<file path="config.mk">
export PLATFORM = sky130hd
export DESIGN_NAME = elementwise_mult_scheduler
export DESIGN_NICKNAME = d
export VERILOG_FILES = /design/src/rtl/elementwise_mult_scheduler.sv
export SDC_FILE = /design/constraint.sdc
export NUM_CORES = 1
export LEC_CHECK = 0
export BUFFER_PORTS_ARGS = -buffer_cell sky130_fd_sc_hd__buf_2
export CAP_MARGIN = 15
export CORE_MARGIN = 2
export CORE_UTILIZATION = 40
export DETAILED_ROUTE_END_ITERATION = 10
export GPL_TIMING_DRIVEN = 1
export HOLD_SLACK_MARGIN = 0.03
export PLACE_DENSITY = 0.67
export SLEW_MARGIN = 20
export SYNTH_ARGS = -nofsm -noshare
export SYNTH_HDL_FRONTEND = slang
export SYNTH_SLANG_ARGS = --single-unit
</file>
<file path="constraint.sdc">
create_clock -name clk -period 7 [get_ports clk]
set_input_delay 1.4 -clock clk [delete_from_list [all_inputs] [get_ports clk]]
set_output_delay 1.4 -clock clk [all_outputs]
set_load 0.01 [all_outputs]
</file>
<file path="src/rtl/elementwise_mult_scheduler.sv">
// elementwise_mult_scheduler
// Shares one N x N unsigned multiplier between two vector requesters.
// A granted job's operand vectors are captured, multiplied one element per
// cycle, and the full product vector is held until the consumer takes it.

module elementwise_mult_scheduler #(
  parameter int N   = 8,
  parameter int LEN = 8
) (
  input  logic                 clk,
  input  logic                 rst_n,
  input  logic                 req0_valid,
  output logic                 req0_ready,
  input  logic [LEN*N-1:0]     req0_a,
  input  logic [LEN*N-1:0]     req0_b,
  input  logic                 req1_valid,
  output logic                 req1_ready,
  input  logic [LEN*N-1:0]     req1_a,
  input  logic [LEN*N-1:0]     req1_b,
  output logic                 res_valid,
  input  logic                 res_ready,
  output logic                 res_id,
  output logic [LEN*2*N-1:0]   res_data,
  output logic                 busy
);

  localparam int IW = (LEN > 1) ? $clog2(LEN) : 1;
  localparam logic [IW-1:0] LAST_IDX = IW'(LEN - 1);

  typedef enum logic [1:0] {
    IDLE = 2'd0,
    MUL  = 2'd1,
    DONE = 2'd2
  } state_t;

  state_t             state;
  logic [IW-1:0]      idx;
  logic               last_grant;
  logic               grant;
  logic               accept;
  logic [LEN*N-1:0]   sel_a;
  logic [LEN*N-1:0]   sel_b;
  logic [N-1:0]       a_reg   [LEN];
  logic [N-1:0]       b_reg   [LEN];
  logic [2*N-1:0]     res_mem [LEN];
  logic [N-1:0]       a_el;
  logic [N-1:0]       b_el;
  logic [2*N-1:0]     prod;

  // Round-robin pick: a lone requester always wins, contention goes to the
  // requester that did not win last time.
  always_comb begin
    grant = 1'b0;
    if (req0_valid && req1_valid) begin
      grant = ~last_grant;
    end else if (req1_valid) begin
      grant = 1'b1;
    end
  end

  // A job is only accepted in IDLE and never while reset is asserted, so
  // both readys read 0 during reset even with valids high.
  assign accept     = rst_n && (state == IDLE) && (req0_valid || req1_valid);
  assign req0_ready = accept && !grant;
  assign req1_ready = accept && grant;

  // Operand source for the capture at handshake.
  always_comb begin
    sel_a = req0_a;
    sel_b = req0_b;
    if (grant) begin
      sel_a = req1_a;
      sel_b = req1_b;
    end
  end

  // Single shared multiplier working on the current captured element pair,
  // widened first so the full 2N-bit product is kept.
  always_comb begin
    a_el = a_reg[idx];
    b_el = b_reg[idx];
    prod = {{N{1'b0}}, a_el} * {{N{1'b0}}, b_el};
  end

  // Present the per-element result registers as the packed output vector.
  for (genvar g = 0; g < LEN; g++) begin : g_pack
    assign res_data[g*2*N +: 2*N] = res_mem[g];
  end

  // Scheduler FSM: arbitration and capture in IDLE, element loop in MUL,
  // result hold in DONE until the consumer handshake.
  always_ff @(posedge clk or negedge rst_n) begin
    if (!rst_n) begin
      state      <= IDLE;
      idx        <= '0;
      res_valid  <= 1'b0;
      res_id     <= 1'b0;
      busy       <= 1'b0;
      last_grant <= 1'b1;
      for (int i = 0; i < LEN; i++) begin
        a_reg[i]   <= '0;
        b_reg[i]   <= '0;
        res_mem[i] <= '0;
      end
    end else begin
      case (state)
        IDLE: begin
          if (accept) begin
            for (int i = 0; i < LEN; i++) begin
              a_reg[i] <= sel_a[i*N +: N];
              b_reg[i] <= sel_b[i*N +: N];
            end
            res_id     <= grant;
            last_grant <= grant;
            idx        <= '0;
            busy       <= 1'b1;
            state      <= MUL;
          end
        end
        MUL: begin
          res_mem[idx] <= prod;
          if (idx == LAST_IDX) begin
            idx       <= '0;
            res_valid <= 1'b1;
            state     <= DONE;
          end else begin
            idx <= idx + 1'b1;
          end
        end
        DONE: begin
          if (res_ready) begin
            res_valid <= 1'b0;
            busy      <= 1'b0;
            state     <= IDLE;
          end
        end
        default: begin
          res_valid <= 1'b0;
          busy      <= 1'b0;
          idx       <= '0;
          state     <= IDLE;
        end
      endcase
    end
  end

endmodule

</file>
==> results by group <==
Status
  • Status: completed

Yosys
  • Most used flip-flop cell after synthesis: sky130_fd_sc_hd__dfrtp_1
  • Share of the yosys chip area belonging to registers: 45.8%
  • Number of nets produced by synthesis: 1,785
  • Most frequently used cell type in the post-synthesis netlist: sky130_fd_sc_hd__nand2_1
  • Largest area contributor in the synthesized netlist: sky130_fd_sc_hd__dfrtp_1
  • Post-synthesis cell area: 14,500 sq um
  • Cell types occupying the most area after synthesis: sky130_fd_sc_hd__dfrtp_1 46%, sky130_fd_sc_hd__mux2i_1 9.5%, sky130_fd_sc_hd__nand2_1 8.0%
  • Number of enable flip-flop cells after synthesis: 0
  • Share of flip-flops with an asynchronous set or reset after synthesis: 100%
  • Number of warnings issued by yosys: 0
  • Synthesis-stage register bit count: 265
  • Mapped Avg Cell Area: 9.99 sq um
  • Share of the synthesized area in the top cell type: about 46%
  • Gate Count Post-Synth: 1,450
  • Most frequent cells after synthesis: 309 x sky130_fd_sc_hd__nand2_1, 264 x sky130_fd_sc_hd__dfrtp_1, 137 x sky130_fd_sc_hd__mux2i_1, 106 x sky130_fd_sc_hd__o21ai_1, 96 x sky130_fd_sc_hd__o21ai_0
  • Number of unique standard cell types used by synthesis: 69

STA
  • Number of pins exceeding their max-slew limit in the final report: 0
  • Final setup TNS: 0 ns
  • Slew HR: 30.4%
  • Worst-case clock skew: between 0.02 and 0.03 ns
  • Shortest clock period the worst path allows after layout: 6.29 ns
  • Period utilisation layout: 89.8%
  • Highest achievable clock rate: 0.159 GHz
  • Setup Viol. Count Final: 0
  • Slew @ Worst Pin: 1.04 ns
  • Final Hold Violating Endpoints: 0
  • Setup repair after global routing missed its margin: no

CTS
  • Count of hold buffers inserted by post-cts repair: 0
  • Number of gates given a new drive strength after cts: 0
  • Sinks on the clock net: 265
  • Clock insertion delay at the later pin of the skew report: 0.56 ns
  • Htree depth: 1
  • Clock-pin slew on the worst setup and hold paths: 0.06 ns
  • Number of buffers on the longest clock path: 3
  • Root buf cell: sky130_fd_sc_hd__clkbuf_16
  • Total clock buffers created by CTS: 29
  • Number of setup buffers added after CTS: 0
  • CTS tree: done

Critical path
  • Reg2reg end: res_data[60]
  • Length in cells of the worst reg-to-reg path: 19
  • Launch instance of the worst register-to-register path: idx[2]
  • Required arrival time at the worst endpoint: 7.38 ns
  • Kind of start point of the critical path: flip-flop
  • Worst-path fanout max: 28
  • CP Data Arrival Time: 6.66 ns
  • Classification of the worst setup path: flip-flop to flip-flop
  • Element type at the critical path end: flip-flop
  • Reg-to-reg slack, setup: 0.71 ns

Drt
  • DRT Wirelength: 43.1 mm
  • Number of DRC violations after detailed-routing iteration 0: 671
  • Number of remaining DRC errors: 0
  • Via density per instance: 5.17
  • Number of iterations in the first detailed-routing pass: 5
  • Remaining antenna violation count: 0
  • Via Count: 11,800
  • Average routed wire per standard cell: 18.9 um

Final layout
  • Area growth from synthesis to final layout: 21.9%
  • Final nets: 2,134
  • # fillers: 3,314
  • Fraction of layout cells with a size suffix above 1: 28.4%
  • Number of diodes added for antenna fixing: 0
  • Flip-flop count of the largest register after layout: 128

Floorplan
  • Die height: 194 um
  • Initial standard-cell utilization of the core: 40.7%
  • Horizontal die dimension: 194 um
  • Number of top-level pins: between 300 and 400
  • Number of rows in the core area: 69
  • CORE AREA: 35,600 sq um
  • Die Area: approximately 38,000 sq um

Place
  • Port Buffer Count: about 390
  • RePlAce Congestion: between 0.8 and 0.9
  • HPWL Detailed: about 33 mm

Min path
  • Number of cells on the worst hold path: 2
  • Min-Delay Startpoint: res_data[80]
  • Min-delay worst type: flip-flop to flip-flop
  • Endpoint of the worst hold path: res_data[80]

Global route
  • Antenna violations before repair: 3
  • Wire length of the first global-routing pass: 67.4 mm
  • Largest net degree at the start of global routing: about 130
  • Gr usage total: 22.7%
  • Overflow after GRT: 0
  • Via count of the first global-routing pass: around 12,000

Run
  • Max-cap viol count: 0
through the flow:
stage          instances  instance area, sq um  hold slack, ns  utilization (%)  worst slack [ns]
2_1_floorplan       1450                 14500           0.446                -              1.76
3_3_place_gp        2229                 16700           0.456             46.9             0.990
3_5_place_dp        2229                 16700           0.461             46.9             0.815
4_1_cts             2277                 17700           0.475             49.6             0.753
5_1_grt             2277                 17700           0.489             49.6             0.343
6_report            2277                 17700           0.471             49.6             0.715
worst max path at each step:
stage / start / endpoint / cells past startpoint
6_report: idx[2] / res_data[60] / 19
5_1_grt: idx[2] / res_data[124] / 19
4_1_cts: idx[2] / res_data[60] / 19
3_5_place_dp: idx[2] / res_data[28] / 19
3_3_place_gp: idx[2] / res_data[28] / 15
2_1_floorplan: idx[2] / res_data[108] / 19
layer usage:
metal | part of all wire [%] | GRT usage [%] | up-vias
met5 | 0.063 | 0 | -
met4 | 2.6 | 5.92 | 4
met3 | 5.8 | 3.30 | 67
met2 | 48 | 38.2 | 439
met1 | 44 | 30.7 | 5582
li1 | - | - | 5676
cells by family after synthesis:
family                     count (synthesis)  synth area share (%)
and+or+nand+nor                          480                  14.4
AOI/OAI and AO/OA                        309                  13.2
DFF                                      265                  45.8
muxes                                    175                  13.1
buffers and inverters                    138                  4.67
adders and majority gates                 74                  8.26
xor gates and xnor gates                   9                 0.544
cell usage in the layout (no fill, tap or decap), types with 12 or more instances in the layout:
| cell | count |
|---|---|
| sky130_fd_sc_hd__nor2_1 | 89 |
| sky130_fd_sc_hd__clkbuf_16 | 29 |
| sky130_fd_sc_hd__nand3_1 | 12 |
| sky130_fd_sc_hd__nand2_1 | 309 |
| sky130_fd_sc_hd__mux2i_1 | 137 |
| sky130_fd_sc_hd__inv_1 | 50 |
| sky130_fd_sc_hd__mux2_1 | 15 |
| sky130_fd_sc_hd__o21ai_1 | 106 |
| sky130_fd_sc_hd__a221oi_1 | 18 |
| sky130_fd_sc_hd__ha_1 | 38 |
| sky130_fd_sc_hd__dfrtp_1 | 261 |
| sky130_fd_sc_hd__buf_2 | 392 |
| sky130_fd_sc_hd__a21oi_1 | 19 |
| sky130_fd_sc_hd__fa_1 | 36 |
| sky130_fd_sc_hd__o21ai_0 | 96 |
final cells by class:
cell class | count | area [sq um] | share of cell area (%)
inverters | 51 | 191 | 1.08
clock buffers | 40 | 857 | 4.85
multi-input cells | 1047 | 7190 | 40.7
repair buffers | 405 | 2080 | 11.8
clock inverters | 8 | 123 | 0.694
well taps | 461 | 577 | 3.27
flip-flops and latches | 265 | 6640 | 37.6
worst max-delay path, stage by stage, from the launching register on:
cell and delay (ns):
sky130_fd_sc_hd__dfrtp_2 0.77, sky130_fd_sc_hd__buf_4 0.33, sky130_fd_sc_hd__mux2_1 0.35, sky130_fd_sc_hd__a221oi_1 0.27, sky130_fd_sc_hd__o22a_1 0.21, sky130_fd_sc_hd__buf_4 0.24, sky130_fd_sc_hd__or2_1 0.15, sky130_fd_sc_hd__fa_1 0.43
sky130_fd_sc_hd__fa_1 0.50, sky130_fd_sc_hd__inv_1 0.05, sky130_fd_sc_hd__fa_1 0.47, sky130_fd_sc_hd__inv_1 0.05, sky130_fd_sc_hd__fa_1 0.47, sky130_fd_sc_hd__inv_1 0.04, sky130_fd_sc_hd__ha_1 0.37, sky130_fd_sc_hd__nand3_1 0.09
sky130_fd_sc_hd__o21ai_1 0.26, sky130_fd_sc_hd__o311a_2 0.42, sky130_fd_sc_hd__mux2i_2 0.48, sky130_fd_sc_hd__o21ai_0 0.16
Power is left out: the tool's default activity adds up to more than one toggle a clock period on the data nets, which glitch-free logic cannot reach.
